**config.mk**
```make
export PLATFORM = sky130hd
export DESIGN_NAME = pla_vector_sequencer
export DESIGN_NICKNAME = d
export VERILOG_FILES = /design/src/rtl/pla_seq_pkg.sv /design/src/rtl/pla_word_packer.sv /design/src/rtl/pla_vector_sequencer.sv
export SDC_FILE = /design/constraint.sdc
export NUM_CORES = 1
export LEC_CHECK = 0
export CAP_MARGIN = 25
export CORE_MARGIN = 2
export CORE_UTILIZATION = 51
export DETAILED_ROUTE_END_ITERATION = 10
export HOLD_SLACK_MARGIN = 0.08
export PLACE_DENSITY = 0.85
export SLEW_MARGIN = 20
export SYNTH_ARGS = -nofsm -noshare
export SYNTH_HDL_FRONTEND = slang
export SYNTH_HIERARCHICAL = 1
export SYNTH_SLANG_ARGS = --single-unit
```
**constraint.sdc**
```tcl
create_clock -name clk -period 3.8 [get_ports clk]
set_clock_uncertainty 0.15 [all_clocks]
set_input_delay 0.57 -clock clk [delete_from_list [all_inputs] [get_ports clk]]
set_output_delay 0.57 -clock clk [all_outputs]
set_load 0.02 [all_outputs]
```
**src/rtl/pla_seq_pkg.sv**
```systemverilog
// Shared types and defaults for the exhaustive PLA vector sequencer.
package pla_seq_pkg;

    typedef enum logic [2:0] {
        IDLE,
        DRIVE,
        SAMPLE,
        EMIT,
        DONE
    } seq_state_t;

    localparam int unsigned DEF_N_IN   = 10;
    localparam int unsigned DEF_WORD_W = 32;
    localparam int unsigned DEF_SETTLE = 1;

    // Number of truth-table words in a full sweep.
    function automatic int unsigned words(input int unsigned n_in, input int unsigned word_w);
        return (32'd1 << n_in) / word_w;
    endfunction

endpackage

```
**src/rtl/pla_word_packer.sv**
```systemverilog
// LSB-first shift register that assembles sampled netlist outputs into truth-table words.
module pla_word_packer #(
    parameter int unsigned WORD_W = 32
) (
    input  logic              clk,
    input  logic              rst_n,
    input  logic              clr_i,
    input  logic              shift_i,
    input  logic              bit_i,
    output logic [WORD_W-1:0] data_o,
    output logic              full_o
);

    localparam int unsigned CNT_W = $clog2(WORD_W + 1);

    logic [WORD_W-1:0] data_q;
    logic [CNT_W-1:0]  cnt_q;

    always_ff @(posedge clk or negedge rst_n) begin
        if (!rst_n) begin
            data_q <= '0;
            cnt_q  <= '0;
        end else if (clr_i) begin
            data_q <= '0;
            cnt_q  <= '0;
        end else if (shift_i) begin
            data_q <= {bit_i, data_q[WORD_W-1:1]};
            cnt_q  <= cnt_q + CNT_W'(1);
        end
    end

    // Flags the shift that completes the word, so the FSM can branch in the same cycle.
    assign full_o = shift_i && (cnt_q == CNT_W'(WORD_W - 1));
    assign data_o = data_q;

endmodule

```
**src/rtl/pla_vector_sequencer.sv**
```systemverilog
// Walks every input vector of an N_IN-input function, samples the netlist output after
// a settle time and streams the packed truth table out over valid/ready.
module pla_vector_sequencer
    import pla_seq_pkg::*;
#(
    parameter int unsigned N_IN   = DEF_N_IN,
    parameter int unsigned WORD_W = DEF_WORD_W,
    parameter int unsigned SETTLE = DEF_SETTLE
) (
    input  logic                             clk,
    input  logic                             rst_n,
    input  logic                             start,
    output logic                             busy,
    output logic                             done,
    output logic [N_IN-1:0]                  x_o,
    input  logic                             y_i,
    output logic                             word_valid,
    input  logic                             word_ready,
    output logic [WORD_W-1:0]                word_data,
    output logic [N_IN-$clog2(WORD_W)-1:0]   word_idx,
    output logic [N_IN:0]                    ones_count
);

    localparam int unsigned IDX_W = N_IN - $clog2(WORD_W);
    localparam int unsigned SET_W = (SETTLE > 1) ? $clog2(SETTLE) : 1;
    localparam int unsigned WORDS = words(N_IN, WORD_W);
    localparam logic [IDX_W-1:0] LAST_IDX    = IDX_W'(WORDS - 1);
    localparam logic [SET_W-1:0] SETTLE_LAST = SET_W'(SETTLE - 1);

    seq_state_t       state_q;
    logic             busy_q;
    logic             done_q;
    logic             valid_q;
    logic [N_IN-1:0]  x_q;
    logic [IDX_W-1:0] idx_q;
    logic [N_IN:0]    ones_q;
    logic [SET_W-1:0] settle_q;

    logic pk_clr;
    logic pk_shift;
    logic pk_full;

    always_comb begin
        pk_shift = (state_q == SAMPLE);
        pk_clr   = 1'b0;
        if (state_q == IDLE && start) begin
            pk_clr = 1'b1;
        end
        // The final word is kept visible after the sweep, so only intermediate handshakes clear.
        if (state_q == EMIT && word_ready && idx_q != LAST_IDX) begin
            pk_clr = 1'b1;
        end
    end

    pla_word_packer #(
        .WORD_W (WORD_W)
    ) u_packer (
        .clk     (clk),
        .rst_n   (rst_n),
        .clr_i   (pk_clr),
        .shift_i (pk_shift),
        .bit_i   (y_i),
        .data_o  (word_data),
        .full_o  (pk_full)
    );

    always_ff @(posedge clk or negedge rst_n) begin
        if (!rst_n) begin
            state_q  <= IDLE;
            busy_q   <= 1'b0;
            done_q   <= 1'b0;
            valid_q  <= 1'b0;
            x_q      <= '0;
            idx_q    <= '0;
            ones_q   <= '0;
            settle_q <= '0;
        end else begin
            done_q <= 1'b0;
            unique case (state_q)
                IDLE: begin
                    if (start) begin
                        state_q  <= DRIVE;
                        busy_q   <= 1'b1;
                        x_q      <= '0;
                        idx_q    <= '0;
                        ones_q   <= '0;
                        settle_q <= '0;
                    end
                end
                DRIVE: begin
                    if (settle_q == SETTLE_LAST) begin
                        state_q  <= SAMPLE;
                        settle_q <= '0;
                    end else begin
                        settle_q <= settle_q + SET_W'(1);
                    end
                end
                SAMPLE: begin
                    ones_q <= ones_q + (N_IN + 1)'(y_i);
                    if (pk_full) begin
                        state_q <= EMIT;
                        valid_q <= 1'b1;
                    end else begin
                        x_q     <= x_q + N_IN'(1);
                        state_q <= DRIVE;
                    end
                end
                EMIT: begin
                    if (word_ready) begin
                        valid_q <= 1'b0;
                        if (idx_q == LAST_IDX) begin
                            state_q <= DONE;
                            busy_q  <= 1'b0;
                            done_q  <= 1'b1;
                        end else begin
                            idx_q   <= idx_q + IDX_W'(1);
                            x_q     <= x_q + N_IN'(1);
                            state_q <= DRIVE;
                        end
                    end
                end
                DONE: begin
                    state_q <= IDLE;
                end
                default: begin
                    state_q <= IDLE;
                end
            endcase
        end
    end

    assign busy       = busy_q;
    assign done       = done_q;
    assign word_valid = valid_q;
    assign x_o        = x_q;
    assign word_idx   = idx_q;
    assign ones_count = ones_q;

endmodule

```
# Word-level counts from Yosys, hierarchy flattened
# Index checks and enable logic that the tools add are counted.
# totals
ff_bits,71
in_bits,5
word_cells,82
output_inout_bits,61
# classes
n_eq_ne,13
addsub,5
mux,36
n_reduce_logical,18
# ops
operator,count
32-bit 2-to-1 mux,2
10-bit 2-to-1 mux,4
10-bit case mux with 3 select lines,1
11-bit case mux with 2 select lines,1
5-bit 2-to-1 mux,3
1-bit 2-to-1 mux,12
3-bit 2-to-1 mux,4
6-bit 2-to-1 mux,2
2-bit != test (second input constant),6
3-bit case mux with 4 select lines,1
11-bit by 1-bit adder with 11-bit output,1
11-bit 2-to-1 mux,1
10-bit by 1-bit adder with 10-bit output (second input constant),1
5-bit case mux with 2 select lines,1
2-bit nonzero test,5
4-bit AND reduction,2
6-bit by 1-bit adder with 6-bit output (second input constant),1
3-bit by 2-bit equality test with 1-bit output (second input constant),2
6-bit by 5-bit equality test with 1-bit output (second input constant),1
1-bit case mux with 2 select lines,3
3-bit AND reduction,2
5-bit by 1-bit adder with 5-bit output (second input constant),1
5-bit equality test (second input constant),1
5-bit != test (second input constant),1
other kinds (9),13

# Longest topological paths before layout
# Gate-level depths: netlist of the first run.
# depth
depth_word,5
depth_mapped,12
ltp_nobuf,8

# Hierarchy
# The synthesis of the first run kept the hierarchy.
# by_module_without_submodules
module,area_per_inst_um2,seq_area_each_um2,cells_each,n_inst
pla_vector_sequencer,1647.8,800.8,176,1
pla_word_packer,1577.8,950.9,130,1

# Least setup slack after synthesis of the first run
# OpenSTA, ideal clock, no wires.
# synth_timing
path_kind,reg-to-reg
from,reg state_q[2]
to,"reg x_q[7], in the netlist x_o[7]"
t_arrival_ns,2.391
stages_incl_launch_ff,13
period_less_slack_ns,2.651
setup_slack_ns,1.149
path_cell_list,dfrtp_1 > or3b_1 > buf_6 > inv_2 > buf_4 > buf_4 > nand2_1 > nor3_1 > o21ai_0 > o221ai_1 > clkbuf_1 > o21ai_0 > o41ai_1
# synth_via
elab_chain_cells,4
word_cells_on_any_way,11
classes_between,eq/ne: 6; mux: 1; reduce/logical: 4
# synth_lines
item,line,text
"start, declared",pla_vector_sequencer.sv:30,seq_state_t state_q;
"start signal, assigned",pla_vector_sequencer.sv:69,state_q <= IDLE;
"start signal, assigned",pla_vector_sequencer.sv:82,state_q <= DRIVE;
"start signal, assigned",pla_vector_sequencer.sv:92,state_q <= SAMPLE;
3-bit by 2-bit equality test with 1-bit output,pla_vector_sequencer.sv:44,pk_shift = (state_q == SAMPLE);
named net pk_shift,pla_vector_sequencer.sv:40,logic pk_shift;
1-bit logical AND,pla_word_packer.sv:33,assign full_o = shift_i && (cnt_q == CNT_W'(WORD_W - 1));
named net pk_full,pla_vector_sequencer.sv:41,logic pk_full;
2-bit != test (no source line),-,
5-bit AND reduction (no source line),-,
"end signal, assigned",pla_vector_sequencer.sv:104,x_q <= x_q + N_IN'(1);
"end signal, assigned",pla_vector_sequencer.sv:117,x_q <= x_q + N_IN'(1);
"end, declared",pla_vector_sequencer.sv:34,logic [N_IN-1:0] x_q;
# The timed path passes the listed nets, and every way through them passes these cells.
# A chain may end at the register's enable or synchronous reset.

# Final worst setup path of the first run
# layout_timing
from,reg state_q[1]
to,"reg x_q[3], in the netlist x_o[3]"
# layout_via
elab_chain_cells,4
word_cells_on_any_way,11
classes_between,eq/ne: 6; mux: 1; reduce/logical: 4
# layout_lines
item,line
3-bit by 2-bit equality test with 1-bit output,pla_vector_sequencer.sv:44
1-bit logical AND,pla_word_packer.sv:33
named net pk_full,pla_vector_sequencer.sv:41
2-bit != test (no source line),-
5-bit AND reduction (no source line),-
# The timed path passes the listed nets, and every way through them passes these cells.

==> results.py, run 1 <==
metrics = {
    "setup_path": {
        "cp.arrival_ps": 3110,
        "path_class": "reg -> reg",
        "cpMostUsedCell": "o21ai_0",
        "reg2regPathDepth": 8,
        "critical_path.top_delay_family": "compound AO/OA/AOI/OAI gates",
        "cp_max_fo": 11,
        "end_kind": "flop",
        "crit_chain": "or3b_1, inv_2, nand2_1, nor3_1, o21ai_0, o221ai_1, o21ai_0, o31ai_1",
        "critical_path_required_ps": 3890,
        "path_buf_inv": 1,
        "critical-path-slowest-cell": "o221ai_1",
        "r2r_end": "x_o[3]$_DFFE_PN0P_",
        "worstReg2RegStart": "state_q[1]$_DFFE_PN0P_",
        "r2r_setup_slack_ps": 780,
        "cpPeakStageDelay_ps": 680,
        "crit_path_start_kind": "flop",
    },
    "final_layout": {
        "syn_to_final_growth_pct": 26.88,
        "drive_gt1_share_pct": 6.667,
        "multi_input_area_um2": 1354,
        "mostFrequentLayoutCell": "dfrtp_1",
        "register_area_um2": 1752,
        "diodes": 0,
        "finalInstanceArea_um2": 4093,
        "mostFrequentLayoutCells": "dfrtp_1, clkdlybuf4s50_1, nor2_1",
        "nets": 381,
        "fillers": 463,
    },
    "pwr": {
        "p_leak_nw": 1.754,
        "seqPwrFrac_pct": 42.6,
        "vdd_drop_max_mv": 0.4195,
        "power_frac_clock_pct": 20.7,
        "internal_power_w": 0.001815,
        "p_sw_share_pct": 37.16,
        "power.density_nw_per_um2": 705.9,
        "power.switching_w": 0.001073,
        "p_comb_share_pct": 36.6,
        "p_total_w": 0.002889,
    },
    "floorplanning": {
        "initial_core_util_pct": 53.53,
        "row_count": 28,
        "core_area_um2": 6026,
        "ios": 66,
        "die_x_um": 83.53,
        "die_area_um2": 6976,
        "die_y_um": 83.53,
    },
    "route": {
        "wl_um": 6864,
        "drtIter0Drc": 132,
        "antenna_left": 0,
        "avgRoutedWirePerCell_um": 15.25,
        "drc": 0,
        "first_pass_iters": 4,
        "route.vias.total": 2517,
        "via_per_inst": 5.593,
    },
    "logic_synthesis": {
        "synth_top_area_cell": "dfrtp_1",
        "synth_top_area_share_pct": 54.31,
        "synth_cells": 306,
        "ys.warnings.count": 6,
        "syn-num-nets": 317,
        "synth_area_leaders": "dfrtp_1, mux2i_1, nor2_1, o21ai_0, nand2_1",
        "syn-mean-instance-area_um2": 10.54,
        "syn_area_um2": 3226,
        "synth-seq-cells": 70,
        "synth_cell_type_count": 43,
        "seq_area_frac_synth_pct": 54.31,
    },
    "global_route": {
        "grt_usage_pct": 20.78,
        "antenna_found_initial": 0,
        "gr-usage-met2_pct": 31.89,
        "gr-usage-met1_pct": 28.58,
        "grt_pass1_wl_um": 11740,
        "grt_max_degree": 48,
        "gr-usage-met3_pct": 4.352,
        "grt_pass1_vias": 2437,
        "top_usage_layer": "met2",
        "grt_overflow": 0,
    },
    "clock_network": {
        "cts_resized": 0,
        "cts_max_level": 3,
        "cts-root-buf": "clkbuf_8",
        "clk_pin_slew_ps": 70,
        "clock-sinks": 70,
        "cts_tree": "done",
        "cts_setup_buffers": 0,
        "cts_made_buffers": 9,
        "postCtsHoldBufs": 0,
        "clock_latency_ps": 330,
        "cts_max_path_buffers": 2,
    },
    "timing": {
        "max_freq_mhz": 331.3,
        "rsz0062_at_grt": "false",
        "hold_viol": 0,
        "fin_tns_setup_ps": 0,
        "layout_min_cycle_time_ps": 3018,
        "maxSlewViolCount": 0,
        "setup_viol_count_final": 0,
        "slew_headroom_pct": 43.58,
        "fin_crit_sh_pct": 79.42,
        "worst_pin_slew_ps": 846.3,
    },
    "place": {
        "routabilityCongestion": 0.7942,
        "io_buffers": 65,
        "placed_area_um2": 3890,
        "hpwl_um": 4589,
    },
    "run": {
        "maxCapViolCount": 0,
    },
    "min_path": {
        "hold_class": "in -> async",
    },
    "status": {
        "status": "finished, final reports clean",
    },
}
-- layer usage --
layer  share of wire [%]  vias up
met5                   0        -
met4                 1.7        0
met3                 4.9       11
met2                  48       80
met1                  45     1219
li1                    -     1207
-- worst register-to-register path, cell delays in order (launching register included) --
cell and delay [ps]:
dfrtp_1 540, or3b_1 540, inv_2 100, nand2_1 80, nor3_1 340, o21ai_0 140
o221ai_1 680, o21ai_0 250, o31ai_1 110
-- state kept, by name, indices dropped and copies added (netlist names) --
register,flops
busy,1
done,1
ones_count,11
state_q,3
u_packer/cnt_q,6
u_packer/data_o,32
word_idx,5
word_valid,1
x_o,10
-- kinds of logic (layout without fill, tap and decap cells) --
logic type / after synthesis / in the layout / synth area share [%]
AND/OR/NAND/NOR: 113 / 113 / 16.91
flip-flops: 70 / 70 / 54.31
AO/OA/AOI/OAI: 55 / 55 / 10.20
multiplexers: 35 / 35 / 10.90
buffers and inverters: 21 / 90 / 3.723
adder cells (fa/ha/maj): 6 / 6 / 2.327
XOR/XNOR: 6 / 6 / 1.629
-- layout make-up --
class / count / share of cell area, %
well taps: 75 / 2.293
inverters: 6 / 0.5503
flip-flops and latches: 70 / 42.80
clock buffers: 12 / 3.791
repair buffers: 68 / 16.39
clock inverters: 4 / 1.101
multi-input cells: 215 / 33.08
-- worst max-delay path by stage --
stage / slack, ps / cells after the start / start / to
6_report: 780 / 8 / state_q[1]$_DFFE_PN0P_ / x_o[3]$_DFFE_PN0P_
3_3_place_gp: 1040 / 8 / state_q[1]$_DFFE_PN0P_ / x_o[7]$_DFFE_PN0P_
4_1_cts: 860 / 8 / state_q[1]$_DFFE_PN0P_ / x_o[3]$_DFFE_PN0P_
2_1_floorplan: 1150 / 12 / state_q[2]$_DFFE_PN0P_ / x_o[7]$_DFFE_PN0P_
3_5_place_dp: 880 / 8 / state_q[1]$_DFFE_PN0P_ / x_o[3]$_DFFE_PN0P_
5_1_grt: 430 / 8 / state_q[1]$_DFFE_PN0P_ / x_o[9]$_DFFE_PN0P_
-- through the flow --
stage          setup slack (ps)  util (%)  hold WS [ps]  std cells
5_1_grt                   428.2     67.92         124.4        450
3_3_place_gp               1043     64.56         318.4        434
2_1_floorplan              1149         -         124.4        306
6_report                  781.9     67.92         79.59        450
3_5_place_dp              883.0     64.56         326.3        434
4_1_cts                   861.0     67.88         284.9        450
-- synth_stat cells (all sizes together) --
cell    count
a21oi       9
a22o        2
a31oi       2
a41oi       1
and2        2
and3        4
and3b       1
and4        3
buf        11
clkbuf      4
dfrtp      70
ha          6
inv         6
mux2        1
mux2i      34
nand2      22
nand2b      2
nand3      12
nand3b      2
nand4       5
nor2       51
nor2b       2
nor3        2
nor4b       1
o211ai      2
o21ai      27
o221ai      1
o311ai      1
o31ai       8
o41ai       2
or3         2
or3b        1
or4         1
xnor2       2
xor2        4
-- power groups by stage --
| stage | clock [W] | sequential [W] | combinational, W |
|---|---|---|---|
| 2_1_floorplan | 0 | 0.00142 | 0.000335 |
| 3_3_place_gp | 0 | 0.00123 | 0.00102 |
| 3_5_place_dp | 0 | 0.00124 | 0.00106 |
| 4_1_cts | 0.000613 | 0.00123 | 0.00107 |
| 5_1_grt | 0.000648 | 0.00127 | 0.00115 |
| 6_report | 0.000599 | 0.00123 | 0.00106 |
(Power assumes the default switching activity.)
==> run 2, diff against run 1 <==
==> constraint.sdc (replaced) <==
create_clock -name clk -period 3 [get_ports clk]
set_clock_uncertainty 0.15 [all_clocks]
set_input_delay 0.45 -clock clk [delete_from_list [all_inputs] [get_ports clk]]
set_output_delay 0.45 -clock clk [all_outputs]
set_load 0.02 [all_outputs]
==> run 2 against run 1 <==
Against the previous run:
- maximum frequency grew 20%
- global-route usage shrank 0.11 points
- count of clock-buffer cells in the layout shrank 1
- routed wire length shrank 1.8%
- first-iteration DRC count grew 26%
- non-clock buffer count grew 5
- final cell count grew 1.1%
- register-to-register slack lost 300 ps
- sequential power grew 27%
- combinational power grew 27%
- sequential cell count is the same
- highest routed layer unchanged
- die area is the same
==> results.py, run 2 (synthesized netlist as in run 1, its figures left out) <==
metrics = {
    "status": {
        "status": "finished, final reports clean",
    },
    "pwr": {
        "vdd_drop_max_mv": 0.5613,
        "power_frac_clock_pct": 21.1,
        "seqPwrFrac_pct": 42.4,
        "p_comb_share_pct": 36.6,
        "internal_power_w": 0.002310,
        "power.switching_w": 0.001376,
        "p_sw_share_pct": 37.32,
        "power.density_nw_per_um2": 891.2,
        "p_leak_nw": 1.781,
    },
    "clock_network": {
        "cts_tree": "done",
        "cts_max_level": 3,
        "clk_pin_slew_ps": 80,
        "cts-root-buf": "clkbuf_8",
        "postCtsHoldBufs": 0,
        "cts_made_buffers": 9,
        "cts_max_path_buffers": 2,
        "clock-sinks": 70,
        "clock_latency_ps": 330,
        "cts_resized": 0,
        "cts_setup_buffers": 0,
    },
    "setup_path": {
        "crit_chain": "or3b_1, inv_2, buf_4, buf_4, mux2i_1, nor2_1",
        "cpMostUsedCell": "buf_4",
        "cpPeakStageDelay_ps": 550,
        "cp_max_fo": 34,
        "cp.arrival_ps": 2590,
        "critical_path_required_ps": 3060,
        "r2r_end": "u_packer/data_o[5]$_DFFE_PN0P_",
        "crit_path_start_kind": "flop",
        "critical-path-slowest-cell": "or3b_1",
        "reg2regPathDepth": 6,
        "r2r_setup_slack_ps": 480,
        "path_class": "reg -> reg",
        "end_kind": "flop",
        "worstReg2RegStart": "state_q[1]$_DFFE_PN0P_",
    },
    "timing": {
        "hold_viol": 0,
        "fin_tns_setup_ps": 0,
        "maxSlewViolCount": 0,
        "max_freq_mhz": 396.4,
        "fin_crit_sh_pct": 84.10,
        "setup_viol_count_final": 0,
        "worst_pin_slew_ps": 851.4,
        "layout_min_cycle_time_ps": 2523,
        "rsz0062_at_grt": "false",
        "slew_headroom_pct": 43.24,
    },
    "min_path": {
        "hold_class": "in -> async",
    },
    "route": {
        "first_pass_iters": 4,
        "antenna_left": 0,
        "route.vias.total": 2536,
        "drtIter0Drc": 166,
        "wl_um": 6741,
        "avgRoutedWirePerCell_um": 14.82,
        "drc": 0,
        "via_per_inst": 5.574,
    },
    "global_route": {
        "antenna_found_initial": 0,
        "grt_max_degree": 71,
        "grt_pass1_wl_um": 11580,
        "grt_usage_pct": 20.67,
        "grt_pass1_vias": 2451,
        "grt_overflow": 0,
    },
    "place": {
        "hpwl_um": 4572,
        "io_buffers": 65,
        "routabilityCongestion": 0.8410,
        "dp_cells": 439,
    },
    "final_layout": {
        "largest_reg_flops": 32,
        "fillers": 481,
        "nets": 386,
        "drive_gt1_share_pct": 8.158,
        "diodes": 0,
        "mostFrequentLayoutCells": "dfrtp_1, clkdlybuf4s50_1, nor2_1",
        "fin_cells": 455,
        "syn_to_final_growth_pct": 28.24,
        "mostFrequentLayoutCell": "dfrtp_1",
    },
    "floorplanning": {
        "ios": 66,
        "die_y_um": 83.53,
        "row_count": 28,
        "core_area_um2": 6026,
        "initial_core_util_pct": 53.53,
        "die_area_um2": 6976,
        "die_x_um": 83.53,
    },
    "run": {
        "maxCapViolCount": 0,
    },
}
==> run 2: changes by cell type in the layout (fill, tap and decap cells not counted), sizes merged <==
| cell | before | now |
|---|---|---|
| clkbuf | 12 | 11 |
| clkinv | 3 | 4 |
| buf | 4 | 9 |
==> run 2: how the worst max path moves through the flow <==
stage / to / startpoint / cells past startpoint / slack, ps
5_1_grt: u_packer/data_o[5]$_DFFE_PN0P_ / state_q[1]$_DFFE_PN0P_ / 6 / 290
3_5_place_dp: u_packer/data_o[5]$_DFFE_PN0P_ / state_q[1]$_DFFE_PN0P_ / 6 / 520
6_report: u_packer/data_o[5]$_DFFE_PN0P_ / state_q[1]$_DFFE_PN0P_ / 6 / 480
2_1_floorplan: x_o[7]$_DFFE_PN0P_ / state_q[2]$_DFFE_PN0P_ / 12 / 350
3_3_place_gp: u_packer/data_o[1]$_DFFE_PN0P_ / state_q[1]$_DFFE_PN0P_ / 6 / 570
4_1_cts: u_packer/data_o[5]$_DFFE_PN0P_ / state_q[1]$_DFFE_PN0P_ / 6 / 500
==> run 2: cell type report <==
cell class	count	area [um^2]	area share [%]
sequential	70	1752	42.35
multi-input combinational	215	1354	32.73
clock buffer	11	151.4	3.660
timing repair buffer	73	705.7	17.06
clock inverter	5	57.56	1.391
tap	75	93.84	2.269
inverter	6	22.52	0.5445
==> run 2: per-stage QoR <==
stage                     hold WS, ps  cell area [um^2]  setup WS, ps  power (W)  utilization [%]
after global routing            227.2              4136         294.8   0.003900            68.65
after floorplan                 4.409              3226         348.9   0.002223                -
final                           156.7              4136         477.1   0.003686            68.65
after global placement          316.7              3928         569.3   0.002854            65.18
after CTS                       184.1              4136         498.0   0.003712            68.65
after detailed placement        320.0              3928         516.6   0.002925            65.18
==> run 2: worst max-delay path, delay by kind of cell (launching register included) <==
family                 cells  cell delay [ps]
DFF                        1              520
and+or+nand+nor            2              610
buffers and inverters      3              880
muxes                      1              240
==> run 2: metal layers <==
layer | part of all wire [%] | global-route usage [%] | wire [um]
met1 | 47 | 29.13 | 3174
met4 | 1.2 | 9.238 | 80
met2 | 47 | 30.94 | 3193
met3 | 4.3 | 4.451 | 292
met5 | 0 | 0 | 0
==> run 2: power groups by stage <==
stage / clock network, W / logic, W / registers [W]
final: 0.000777 / 0.00135 / 0.00156
after global routing: 0.000832 / 0.00145 / 0.00161
after CTS: 0.000790 / 0.00136 / 0.00156
after detailed placement: 0 / 0.00135 / 0.00157
after global placement: 0 / 0.00130 / 0.00156
after floorplan: 0 / 0.000424 / 0.00180
